<file path="src/rtl/display_fetch.sv">
// Display fetch engine: requests frame words from image memory, buffers them in a small FIFO
// and unpacks each word MSB-first into pixels for the display, marking frame boundaries.
`timescale 1ns/1ps
module display_fetch #(
   parameter int unsigned WORDS_PER_FRAME = 3201,
   parameter int unsigned WORD_W          = 36,
   parameter int unsigned PIX_W           = 3,
   parameter int unsigned FIFO_DEPTH      = 4
) (
   input  logic              i_clk,
   input  logic              i_rst_n,
   input  logic              i_enable,
   output logic              o_request,
   input  logic [WORD_W-1:0] i_valor,
   output logic [PIX_W-1:0]  o_pixel,
   output logic              o_pixel_valid,
   input  logic              i_pixel_ready,
   output logic              o_frame_start,
   output logic              o_frame_end,
   output logic              o_underrun
);

   localparam int unsigned PIX_PER_WORD = WORD_W / PIX_W;
   localparam int unsigned CNT_W        = $clog2(WORDS_PER_FRAME);
   localparam int unsigned PTR_W        = $clog2(FIFO_DEPTH);
   localparam int unsigned IDX_W        = $clog2(PIX_PER_WORD);
   localparam int unsigned RESV_W       = $clog2(FIFO_DEPTH + 1);

   typedef enum logic [1:0] {StIdle, StLoad, StShift} state_t;

   // Fetch side
   logic              r_start;
   logic              r_request, r_req_first, r_req_last;
   logic              r_push, r_push_first, r_push_last;
   logic [CNT_W-1:0]  r_word_cnt;
   logic [RESV_W-1:0] r_resv;
   logic [RESV_W-1:0] w_resv_after;
   logic              w_issue;

   // FIFO
   logic [WORD_W-1:0] r_mem       [FIFO_DEPTH];
   logic              r_mem_first [FIFO_DEPTH];
   logic              r_mem_last  [FIFO_DEPTH];
   logic [PTR_W:0]    r_wptr, r_rptr;
   logic [PTR_W:0]    w_count;
   logic              w_empty, w_full, w_pop;

   // Unpacker
   state_t            r_state;
   logic [WORD_W-1:0] r_shift;
   logic [IDX_W-1:0]  r_idx;
   logic              r_last, r_valid, r_fs, r_fe, r_underrun;
   logic              w_xfer, w_last_pix;

   // Reservations cover both buffered and in-flight words, so a request never overflows the FIFO.
   always_comb begin
      w_resv_after = r_resv - RESV_W'(w_pop);
      w_issue      = r_start && i_enable && (w_resv_after < RESV_W'(FIFO_DEPTH));
   end

   always_ff @(posedge i_clk or negedge i_rst_n) begin
      if (!i_rst_n) begin
         r_start      <= 1'b0;
         r_request    <= 1'b0;
         r_req_first  <= 1'b0;
         r_req_last   <= 1'b0;
         r_push       <= 1'b0;
         r_push_first <= 1'b0;
         r_push_last  <= 1'b0;
         r_word_cnt   <= '0;
         r_resv       <= '0;
      end else begin
         r_start      <= 1'b1;
         r_request    <= w_issue;
         r_push       <= r_request;
         r_push_first <= r_req_first;
         r_push_last  <= r_req_last;
         r_resv       <= w_resv_after + RESV_W'(w_issue);
         if (w_issue) begin
            r_req_first <= (r_word_cnt == '0);
            r_req_last  <= (r_word_cnt == CNT_W'(WORDS_PER_FRAME - 1));
            r_word_cnt  <= (r_word_cnt == CNT_W'(WORDS_PER_FRAME - 1)) ? '0 : r_word_cnt + 1'b1;
         end
      end
   end

   always_comb begin
      w_count = r_wptr - r_rptr;
      w_empty = (r_wptr == r_rptr);
      w_full  = (w_count == (PTR_W+1)'(FIFO_DEPTH));
   end

   always_ff @(posedge i_clk) begin
      if (r_push) begin
         r_mem[r_wptr[PTR_W-1:0]]       <= i_valor;
         r_mem_first[r_wptr[PTR_W-1:0]] <= r_push_first;
         r_mem_last[r_wptr[PTR_W-1:0]]  <= r_push_last;
      end
   end

   always_ff @(posedge i_clk or negedge i_rst_n) begin
      if (!i_rst_n) begin
         r_wptr <= '0;
         r_rptr <= '0;
      end else begin
         if (r_push) r_wptr <= r_wptr + 1'b1;
         if (w_pop)  r_rptr <= r_rptr + 1'b1;
      end
   end

   assert property (@(posedge i_clk) disable iff (!i_rst_n) !(r_push && w_full))
      else $error("display_fetch: push into full FIFO");

   always_comb begin
      w_xfer     = r_valid && i_pixel_ready;
      w_last_pix = (r_idx == IDX_W'(PIX_PER_WORD - 1));
      w_pop      = (r_state == StLoad) ||
                   (r_state == StShift && w_xfer && w_last_pix && !w_empty);
   end

   always_ff @(posedge i_clk or negedge i_rst_n) begin
      if (!i_rst_n) begin
         r_state    <= StIdle;
         r_shift    <= '0;
         r_idx      <= '0;
         r_last     <= 1'b0;
         r_valid    <= 1'b0;
         r_fs       <= 1'b0;
         r_fe       <= 1'b0;
         r_underrun <= 1'b0;
      end else begin
         case (r_state)
            StIdle: begin
               if (!w_empty) r_state <= StLoad;
            end
            StLoad: begin
               r_shift <= r_mem[r_rptr[PTR_W-1:0]];
               r_last  <= r_mem_last[r_rptr[PTR_W-1:0]];
               r_fs    <= r_mem_first[r_rptr[PTR_W-1:0]];
               r_fe    <= 1'b0;
               r_idx   <= '0;
               r_valid <= 1'b1;
               r_state <= StShift;
            end
            StShift: begin
               if (w_xfer) begin
                  if (w_last_pix) begin
                     if (!w_empty) begin
                        // Back-to-back word: reload without a bubble.
                        r_shift <= r_mem[r_rptr[PTR_W-1:0]];
                        r_last  <= r_mem_last[r_rptr[PTR_W-1:0]];
                        r_fs    <= r_mem_first[r_rptr[PTR_W-1:0]];
                        r_fe    <= 1'b0;
                        r_idx   <= '0;
                     end else begin
                        r_state <= StIdle;
                        r_valid <= 1'b0;
                        r_fs    <= 1'b0;
                        r_fe    <= 1'b0;
                        if (!r_last && i_enable) r_underrun <= 1'b1;
                     end
                  end else begin
                     r_shift <= r_shift << PIX_W;
                     r_idx   <= r_idx + 1'b1;
                     r_fs    <= 1'b0;
                     r_fe    <= r_last && (r_idx == IDX_W'(PIX_PER_WORD - 2));
                  end
               end
            end
            default: r_state <= StIdle;
         endcase
      end
   end

   assign o_request     = r_request;
   assign o_pixel       = r_shift[WORD_W-1 -: PIX_W];
   assign o_pixel_valid = r_valid;
   assign o_frame_start = r_fs;
   assign o_frame_end   = r_fe;
   assign o_underrun    = r_underrun;

endmodule

</file>
<file path="config.mk">
export PLATFORM = sky130hd
export DESIGN_NAME = display_fetch
export DESIGN_NICKNAME = d
export VERILOG_FILES = /design/src/rtl/display_fetch.sv
export SDC_FILE = /design/constraint.sdc
export NUM_CORES = 1
export LEC_CHECK = 0
export CAP_MARGIN = 10
export CORE_MARGIN = 2
export CORE_UTILIZATION = 64
export CTS_CLUSTER_DIAMETER = 150
export DETAILED_ROUTE_END_ITERATION = 12
export PLACE_DENSITY = 0.84
export SYNTH_ARGS = -nofsm -noshare
export SYNTH_HDL_FRONTEND = slang
export SYNTH_SLANG_ARGS = --single-unit
</file>
<file path="constraint.sdc">
create_clock -name i_clk -period 4.08 [get_ports i_clk]
set_input_delay 1.224 -clock i_clk [delete_from_list [all_inputs] [get_ports i_clk]]
set_output_delay 1.224 -clock i_clk [all_outputs]
set_load 0.005 [all_outputs]
</file>
# --- Yosys cells after proc, flatten, opt, wreduce, memory -nomap -nowiden ---
# Memory sizes are Yosys's and may differ from the RTL's.
# Index checks and enable logic that the tools add are counted.
op_classes:
  addsub: 6
  magnitude_cmp: 1
  eq_ne: 12
  muxes: 31
  reduce_logical: 20
ops:
  columns: ["operator", "n"]
  rows:
  - ["$mux 36", 3]
  - ["$pmux 36 s2", 1]
  - ["$mux 1", 13]
  - ["$add 12x1->12 const B", 1]
  - ["$eq 12x12->1 const B", 1]
  - ["$logic_not 12->1", 1]
  - ["$mux 12", 1]
  - ["$mux 4", 3]
  - ["$reduce_and 4->1", 3]
  - ["$ne 2x2->1 const B", 5]
  - ["$eq 4x4->1 const B", 2]
  - ["$logic_and 1x1->1", 8]
  - ["$mux 2", 4]
  - ["$pmux 1 s2", 4]
  - ["$pmux 4 s2", 1]
  - ["$add 3x1->3 const B", 2]
  - ["$pmux 2 s3", 1]
  - ["$reduce_and 5->1", 1]
  - ["$add 4x1->4 const B", 1]
  - ["$add 3x1->3", 1]
  - ["$eq 3x3->1", 1]
  - ["$lt 3x3->1 const B", 1]
  - ["$ne 3x3->1 const B", 1]
  - ["$reduce_and 3->1", 1]
  - ["other kinds (8)", 9]
totals:
  reg_bits: 75
  ram_bits: 152
  in_bits: 40
  out_inout_bits: 8
  elab_cells: 92
  n_memories: 3
mem_list:
  columns: ["memory", "words", "word_bits", "read_ports", "rd_ports_with_merged_regs", "write_ports", "line", "text"]
  rows:
  - ["r_mem", 4, 36, 1, 0, 1, "41", "logic [WORD_W-1:0] r_mem [FIFO_DEPTH];"]
  - ["r_mem_first", 4, 1, 1, 0, 1, "42", "logic r_mem_first [FIFO_DEPTH];"]
  - ["r_mem_last", 4, 1, 1, 0, 1, "43", "logic r_mem_last [FIFO_DEPTH];"]

# --- Longest topological paths before layout ---
# Gate-level depths: netlist of run 1.
logic_depth:
  depth_word: 9
  mapped_depth: 13
  mapped_depth_nobuf: 13

# --- Worst setup path before layout of run 1 ---
# No wires, ideal clock.
synth_timing:
  path_kind: "input -> register"
  from: "input port i_pixel_ready"
  to: "register r_word_cnt[10]"
  setup_time_ps: 78
  arrival_ps: 3277
  required_time_ps: 4002
  path_slack_ps: 725
  cell_stages: 10
  n_path_buf: 0
  cell_sequence: "nand4b_1 a311oi_2 nor2_1 inv_1 ha_1 ha_1 xnor2_1 nand3_1 or4_1 a21oi_1"
synth_via:
  elab_chain_cells: 8
synth_rtl:
  columns: ["item", "line", "text"]
  rows:
  - ["from (decl)", "17", "input logic i_pixel_ready,"]
  - ["$logic_and 1x1->1", "115", "w_xfer = r_valid && i_pixel_ready;"]
  - ["$logic_and 1x1->1 (3 in a row)", "118", "(r_state == StShift && w_xfer && w_last_pix && !w_empty);"]
  - ["$logic_or 1x1->1", "117", "w_pop = (r_state == StLoad) ||"]
  - ["$sub 3x1->3", "57", "w_resv_after = r_resv - RESV_W'(w_pop);"]
  - ["$lt 3x3->1", "58", "w_issue = r_start && i_enable && (w_resv_after < RESV_W'(FIFO_DEPTH));"]
  - ["$logic_and 1x1->1", "58", null]
  - ["to (signal assigned)", "82", "r_word_cnt <= (r_word_cnt == CNT_W'(WORDS_PER_FRAME - 1)) ? '0 : r_word_cnt + 1'b1;"]
  - ["to (decl)", "35", "logic [CNT_W-1:0] r_word_cnt;"]
# No other way between the ends.
# A chain may end at the register's enable or synchronous reset.

# --- Worst setup path after layout of run 1 ---
# Same ends and word-level chain as after synthesis.

==> run metrics, run 1 <==
startpoint types=input pin; CTS root buf=clkbuf_16; Pre-Repair DR Iteration Count=4; num rows=43; clock tree sinks=227; area of placed instances=9800 µm²; syn_area_per_cell=18.3 µm²; Worst IR Drop VDD=0.000471 V; I/O pin cnt=48; post-synthesis adder-cell area fraction=1.77%; Layout Skew=0.0139 ns; CTS tree=built; via count=4619; initial antenna violation count=0; total global routing overflow=0; die area=15300 µm²; synth top area cells=edfxtp_1, dfrtp_1, mux4_2; Crit. Startpoint=i_pixel_ready; Detailed Route Iter0 Violations=430; first-pass GRT wire length=25700 µm; worst reg2reg path depth=10; Total Negative Setup Slacks=0 ns; commonest cells in the synthesized netlist=edfxtp_1, dfrtp_1, mux2_2; Post-Synth XOR/XNOR Area=1.72%; vias per inst=6.13; Worst EP required=4.50 ns; fillers=795; input/output buffers=47; ANT cells=0; final antenna-violating net count=0; CP Max Fanout=4; Worst Setup End Kind=flop; post-CTS setup buffers=0; vias in the first global route=4931; Lkg Pwr=3.84 nW; Total GRT Usage=22.7%; Max Clk Rate=290 MHz; Clk pin slew, worst setup/hold paths=0.06 ns; hold wc startpoint=r_req_first; Slew Viols, Final=0; Critical Path AT=3.87 ns; Tightest Pin Transition=1.16 ns; count leader, synth=edfxtp_1; Simple-Gate Fraction of Synth Area=3.84%; Syn. warnings=0; share of the synthesized area in the top cell type=49.7%; CTS Buffer Depth=3; Final Cell Area=10500 µm²; Reg area=6440 µm²; Post-Syn Nets=554; async set-reset flop share out of synthesis=33.0%; Post-CTS Hold Buffers=0; Placed Instances=713; share of cells above drive strength 1=25.8%; Hold Path Stages=0; Crit Path Category=in2reg; sequential element share of the synthesized area=70.1%; status=completed; RSZ-0062 raised after global routing=false; setup violators final=0; Max Cap Viol=0; leading area contributor after synthesis=edfxtp_1; Clock Latency Late Sink=0.51 ns; final-report hold violation count=0; Non-Filler Instances=753; multiplexer share of the synthesized area=18.0%; ys flop type=edfxtp_1; Post-Route WL=16400 µm; CTS buffer count=22; largest net degree at the start of global routing=76; worst r2r src=r_wptr[0]; footprint of the multi-input gates=2540 µm²; Mapped Area=9190 µm²; initial core utilization=66.0%; Final #Nets=610; Syn Inst Count=501; number of remaining DRC errors=0; htree depth=1; core area=13900 µm²; gpl congestion=0.838; Final period util=84.4%; largest family of logic cells by synthesized area=multiplexers; min Tclk post-route=3.45 ns; area added between synthesis and finish=13.9%; slew margin rel.=22.9%; worst hold path type=reg2reg; post-DP HPWL=9200 µm; post-synthesis compound-gate area fraction=2.18%; Die W=124 µm; CTS-repair resized insts=0; Synth cell types=46; average wire per standard cell=21.8 µm; Die Y-Extent=124 µm; EDFF count, synth=152; Synth Register Bits=227; Power Density=695 nW/µm²
-- registers in the layout, indices dropped and copies added, names as in the netlist, 2 cells and up --
name         cells
r_mem          144
r_rptr           3
r_mem_first      4
r_word_cnt      12
r_mem_last       4
r_wptr           3
r_idx            4
r_resv           3
r_shift         36
r_state          2
-- metrics by stage --
stage	utilization [%]	power, mW	setup slack, ns	hold WS [ns]
after floorplan	-	4.92	0.725	0.354
after global placement	70.3	5.32	0.317	0.376
after detailed placement	70.3	5.43	0.186	0.384
after CTS	75.1	7.34	0.650	0.398
after global routing	75.1	7.62	0.454	0.410
final	75.1	7.28	0.635	0.398
-- cell type report --
type,count,area share (%)
well taps,180,2.15
repair buffers,53,4.90
inverters,19,0.681
clock buffers,28,5.87
multi-input cells,234,24.3
clock inverters,12,0.526
flip-flops and latches,227,61.6
-- logic make-up (layout without fill, tap and decap cells) --
kind of cell,Yosys count,in the layout
simple gates,64,64
compound gates,33,33
other cells,1,1
xor+xnor,18,18
flops,227,227
mux,105,105
buf+inv,40,112
fa+ha+maj,13,13
-- path summary, 6_finish.rpt --
| path | slack (ns) | endpoint |
|---|---|---|
| min reg2reg | 0.40 | r_push_first |
| max | 0.63 | r_word_cnt[10] |
| max reg2reg | 1.05 | r_word_cnt[10] |
| max in group asynchronous | 2.51 | r_rptr[0] |
| min | 0.40 | r_push_first |
| min in group asynchronous | 0.89 | r_word_cnt[1] |
-- power by group --
part	switching (mW)	internal [mW]	total [mW]
registers	0.265	2.93	3.19
clock network	0.813	1.06	1.87
logic	1.01	1.20	2.21
total	2.09	5.19	7.28
-- critical path, cell delays in order --
cell,delay (ns)
clkdlybuf4s50_1,0.48
nand4b_1,0.14
a311oi_2,0.31
nor2_1,0.15
inv_1,0.12
ha_1,0.17
ha_1,0.20
xnor2_1,0.18
nand3_1,0.21
or4_1,0.54
a21oi_1,0.16
-- metal layers --
metal | up-vias | global-route usage, % | routed length [µm]
met5 | - | 0 | 0
li1 | 2048 | - | -
met3 | 24 | 3.02 | 807
met4 | 0 | 7.10 | 311
met2 | 122 | 37.8 | 8540
met1 | 2425 | 31.9 | 6720
-- cell usage in the layout (no fill, tap or decap), types with 2 or more instances in the layout --
cell type	synthesis	routed
ha_1	13	13
o31ai_1	2	2
nand4_1	3	3
xor2_1	6	6
edfxtp_1	152	152
nor3_1	5	5
mux4_1	3	3
a21oi_1	2	2
clkbuf_1	3	3
inv_1	19	19
o22ai_1	2	2
nor4b_1	2	2
nor2b_1	2	2
mux4_2	35	35
clkbuf_16	0	23
nor3b_1	3	3
nand2b_1	3	2
or4_1	3	3
o21ai_0	20	20
xnor2_1	12	12
nor4_1	2	2
nand2_1	11	11
clkdlybuf4s50_1	0	46
mux2_4	10	10
mux2_2	56	56
buf_4	3	7
nor2_1	7	7
and2_2	0	4
nand3_1	12	12
and3_1	3	3
dfrtp_1	75	74
clkbuf_8	0	2
clkinv_2	0	5
clkinv_1	0	6
(Power assumes the default switching activity.)
==> run 2, diff against run 1 <==
Settings changed: CORE_UTILIZATION 64 to 59, PLACE_DENSITY 0.84 to 0.79.
Clock period 4.08 ns to 3.5 ns, I/O delays scaled along.
==> run 2 against run 1 <==
Net effect:
- combinational power rose by 18%
- via count shrank 2.5%
- sequential share of layout area down 1.0 points
- worst setup slack worse by 0.30 ns
- routed wire length fell by 3.4%
==> run metrics, run 2 (synthesized netlist as in run 1, its figures left out) <==
Worst Hold Path EP=r_push_first; Die Y-Extent=129 µm; CTS tree=built; final-report hold violation count=0; die area=16600 µm²; Worst path slowest cell=or4_1; number of remaining DRC errors=0; total global routing overflow=0; Critical R2R Capture=r_word_cnt[10]; Total GRT Usage=20.2%; input/output buffers=47; num rows=45; initial core utilization=60.5%; final hold slack=0.387 ns; Buf+Inv Stages, Crit Path=2; Total Negative Setup Slacks=0 ns; Post-Route WL=15800 µm; commonest non-fill, non-tap cell in the layout=edfxtp_1; Worst IR Drop VDD=0.000536 V; hold wc startpoint=r_req_first; CTS-repair resized insts=0; vias in the first global route=4881; worst reg2reg path depth=10; CP most frequent cell=ha_1; status=completed; Placed Instances=730; Clock Latency Late Sink=0.50 ns; Final Cell Area=10600 µm²; I/O pin cnt=48; Slew Viols, Final=0; post-DP HPWL=9220 µm; largest net degree at the start of global routing=55; Max Clk Rate=316 MHz; RSZ-0062 raised after global routing=false; post-CTS setup buffers=0; worst stage delay on the critical path=0.57 ns; Pre-Repair DR Iteration Count=4; Non-Filler Instances=771; Power Density=818 nW/µm²; Tightest Pin Transition=1.10 ns; clock tree sinks=227; ANT cells=0; Detailed Route Iter0 Violations=349; critical path cell sequence=clkdlybuf4s50_1, nand4b_1, a311oi_2, nor2_1, inv_1, ha_1, ha_1, xnor2_1, nand3_1, or4_1, a21oi_1; via count=4502; average wire per standard cell=20.5 µm; Core Util, Final=70.0%; CTS Buffer Depth=3; top cell family by delay on the critical path=simple AND/OR/NAND/NOR gates; worst r2r src=r_wptr[0]; Critical Path AT=3.59 ns; commonest cells after routing, fill and taps aside=edfxtp_1, dfrtp_1, mux2_2; Final #Nets=620; Final period util=90.4%; slew margin rel.=26.9%; core area=15200 µm²; r2r setup slk=0.72 ns; initial antenna violation count=0; vias per inst=5.84; Hold Path Stages=0; gpl congestion=0.799; Worst EP required=3.92 ns; setup violators final=0; CTS buffer count=23; htree depth=1; Largest register FFs=144; area of placed instances=9900 µm²; worst hold path type=reg2reg; Max Cap Viol=0; final antenna-violating net count=0; startpoint types=input pin; Layout Skew=0.00989 ns; Place WS=-0.143 ns; min Tclk post-route=3.16 ns; first-pass GRT wire length=25600 µm; share of cells above drive strength 1=27.1%; Final WS setup=0.337 ns; total power=8.71 mW; CTS root buf=clkbuf_16; Die W=129 µm; Clk pin slew, worst setup/hold paths=0.06 ns; Post-CTS Hold Buffers=0; Crit Path Category=in2reg; Worst Setup End Kind=flop; CP Max Fanout=4; area added between synthesis and finish=15.8%; Lkg Pwr=3.92 nW
[run 2: area by class of cell]
cell class | count | area (µm²)
tap | 188 | 235
timing repair buffer | 62 | 606
fill | 978 | 4560
inverter | 19 | 71.3
sequential | 227 | 6440
clock buffer | 33 | 653
clock inverter | 8 | 96.3
multi-input combinational | 234 | 2540
[run 2: routing by layer]
| layer | wire, µm | track usage (%) | part of all wire, % |
|---|---|---|---|
| met5 | 0 | 0 | 0 |
| met4 | 291 | 4.67 | 1.8 |
| met3 | 740 | 3.66 | 4.7 |
| met2 | 7950 | 35.0 | 50 |
| met1 | 6830 | 27.0 | 43 |
[run 2: worst max-delay path by stage]
stage                  start              to  slack [ns]  depth (start not counted)
6_report       i_pixel_ready  r_word_cnt[10]        0.34                         11
5_1_grt        i_pixel_ready   r_word_cnt[2]        0.10                         12
4_1_cts        i_pixel_ready  r_word_cnt[10]        0.36                         11
3_5_place_dp   i_pixel_ready  r_word_cnt[10]       -0.14                         11
3_3_place_gp   i_pixel_ready  r_word_cnt[10]       -0.02                         11
2_1_floorplan  i_pixel_ready  r_word_cnt[10]        0.32                         10
[run 2: where the power goes]
| group | internal, mW | leakage, nW | total (mW) | switching (mW) |
|---|---|---|---|---|
| registers | 3.41 | 2.30 | 3.71 | 0.296 |
| clock network | 1.45 | 0.365 | 2.40 | 0.952 |
| logic | 1.45 | 1.26 | 2.60 | 1.15 |
==> run 3, diff against run 2 <==
Settings changed: CORE_UTILIZATION 59 to 62, CTS_BUF_LIST from default to sky130_fd_sc_hd__clkbuf_8, PLACE_DENSITY 0.79 to 0.82.
==> run 3 against run 2 <==
Net effect:
- flip-flop and latch count is the same
- hold slack gained 0.00076 ns
- via count grew 3.3%
- total power shrank 2.4%
- routed wire length grew 0.48%
- register-to-register slack gained 0.06 ns
- worst setup slack gained 0.10 ns
- sequential share of layout area grew 0.16 points
- design area shrank 0.27%
- maximum frequency grew 3.3%
- global-route usage grew 0.92 points
- highest routed layer unchanged
==> run metrics, run 3 (synthesized netlist as in run 1, its figures left out) <==
status=completed; number of remaining DRC errors=0; CTS tree=built; CTS-repair resized insts=0; critical path cell sequence=clkdlybuf4s50_1, nand4b_1, a311oi_2, nor2_1, inv_1, ha_1, ha_1, xnor2_1, nand3_1, or4_1, a21oi_1; worst hold path type=reg2reg; RSZ-0062 raised after global routing=false; Clk pin slew, worst setup/hold paths=0.06 ns; Power Density=800 nW/µm²; CTS root buf=clkbuf_8; CTS Buffer Depth=3; CP Max Fanout=3; Pre-Repair DR Iteration Count=5; Largest register FFs=144; Worst IR Drop VDD=0.000614 V; CTS buffer count=37; vias per inst=5.87; Post-Route WL=15900 µm; Critical R2R Capture=r_word_cnt[10]; Tightest Pin Transition=1.14 ns; ANT cells=0; post-CTS setup buffers=0; top cell family by delay on the critical path=simple AND/OR/NAND/NOR gates; slew margin rel.=23.9%; htree depth=2; Final period util=87.5%; Max Cap Viol=0; Die W=126 µm; WP depth=11; CP most frequent cell=ha_1; share of cells above drive strength 1=28.6%; r2r setup slk=0.78 ns; via count=4652; Lkg Pwr=3.98 nW; Worst path slowest cell=or4_1; I/O pin cnt=48; total global routing overflow=0; initial core utilization=63.2%; Critical Path AT=3.49 ns; Worst EP required=3.93 ns; Buf+Inv Stages, Crit Path=2; input/output buffers=47; Critical Path Sink=r_word_cnt[10]; Final #Nets=633; core area=14500 µm²; clock tree sinks=227; setup violators final=0; commonest cells after routing, fill and taps aside=edfxtp_1, dfrtp_1, mux2_2; Die Y-Extent=126 µm; largest net degree at the start of global routing=48; initial antenna violation count=0; Place WS=-0.0439 ns; Slew Viols, Final=0; Crit. Startpoint=i_pixel_ready; worst reg2reg path depth=10; Layout Skew=0.0186 ns; fillers=891; Post-CTS Hold Buffers=0; average wire per standard cell=20.0 µm; post-DP HPWL=9190 µm; commonest non-fill, non-tap cell in the layout=edfxtp_1; Clock Latency Late Sink=0.52 ns; area added between synthesis and finish=15.5%; worst stage delay on the critical path=0.54 ns; Max Clk Rate=327 MHz; first-pass GRT wire length=25900 µm; Total GRT Usage=21.1%; Final WS setup=0.439 ns; num rows=44; gpl congestion=0.843; die area=15800 µm²; startpoint types=input pin; worst r2r src=r_wptr[0]; vias in the first global route=5036; Worst Setup End Kind=flop; min Tclk post-route=3.06 ns; final-report hold violation count=0; Crit Path Category=in2reg; total power=8.50 mW; Detailed Route Iter0 Violations=341; final antenna-violating net count=0
-- run 3: changes by cell type in the layout (fill, tap and decap cells not counted), moves of 2 or more --
cell,change
clkinv_1,+3
inv_1,+12
clkbuf_1,-6
bufinv_16,-2
clkbuf_8,+43
clkbuf_16,-23
-- run 3: area by class of cell --
cell class              count  area (µm²)  share of cell area (%)
well taps                 184         230                    2.17
clock buffers              47         647                    6.09
flip-flops and latches    227        6440                    60.7
repair buffers             61         598                    5.63
multi-input cells         234        2540                    23.9
clock inverters            21        87.6                   0.825
inverters                  19        71.3                   0.672
-- run 3: power by group --
group          total [mW]  switching, mW  internal, mW
sequential           3.71          0.299          3.42
combinational        2.58           1.14          1.44
clock                2.20          0.994          1.21
-- run 3: routing by layer --
metal  GRT usage, %  part of all wire (%)  up-vias
li1               -                     -     2109
met1           29.1                    43     2390
met2           34.1                    50      113
met3           4.16                   4.5       40
met4           8.27                   2.5        0
met5              0                     0        -
-- run 3: worst reg2reg max path, cell delays in order, from the launching register on --
cell      delay (ns)
dfrtp_1         0.45
xnor2_1         0.37
a311oi_2        0.16
nor2_1          0.16
inv_1           0.06
ha_1            0.17
ha_1            0.20
xnor2_1         0.21
nand3_1         0.16
or4_1           0.54
a21oi_1         0.16
-- run 3: per-stage QoR --
| step | hold WS (ns) | area [µm²] | utilization, % | TNS, ns | instances |
|---|---|---|---|---|---|
| after floorplan | 0.354 | 9190 | - | 0 | 501 |
| after global placement | 0.375 | 9880 | 68.0 | 0 | 725 |
| after detailed placement | 0.373 | 9880 | 68.0 | -0.0473 | 725 |
| after CTS | 0.377 | 10600 | 73.0 | 0 | 793 |
| after global routing | 0.407 | 10600 | 73.0 | 0 | 793 |
| final | 0.388 | 10600 | 73.0 | 0 | 793 |
-- run 3: worst min-delay path by stage --
stage | from | end | slack, ns | depth (start not counted)
2_1_floorplan | r_req_first | r_push_first | 0.35 | 0
6_report | r_req_first | r_push_first | 0.39 | 0
5_1_grt | r_req_first | r_push_first | 0.41 | 0
4_1_cts | r_req_first | r_push_first | 0.38 | 0
3_3_place_gp | r_req_first | r_push_first | 0.37 | 0
3_5_place_dp | r_req_first | r_push_first | 0.37 | 0
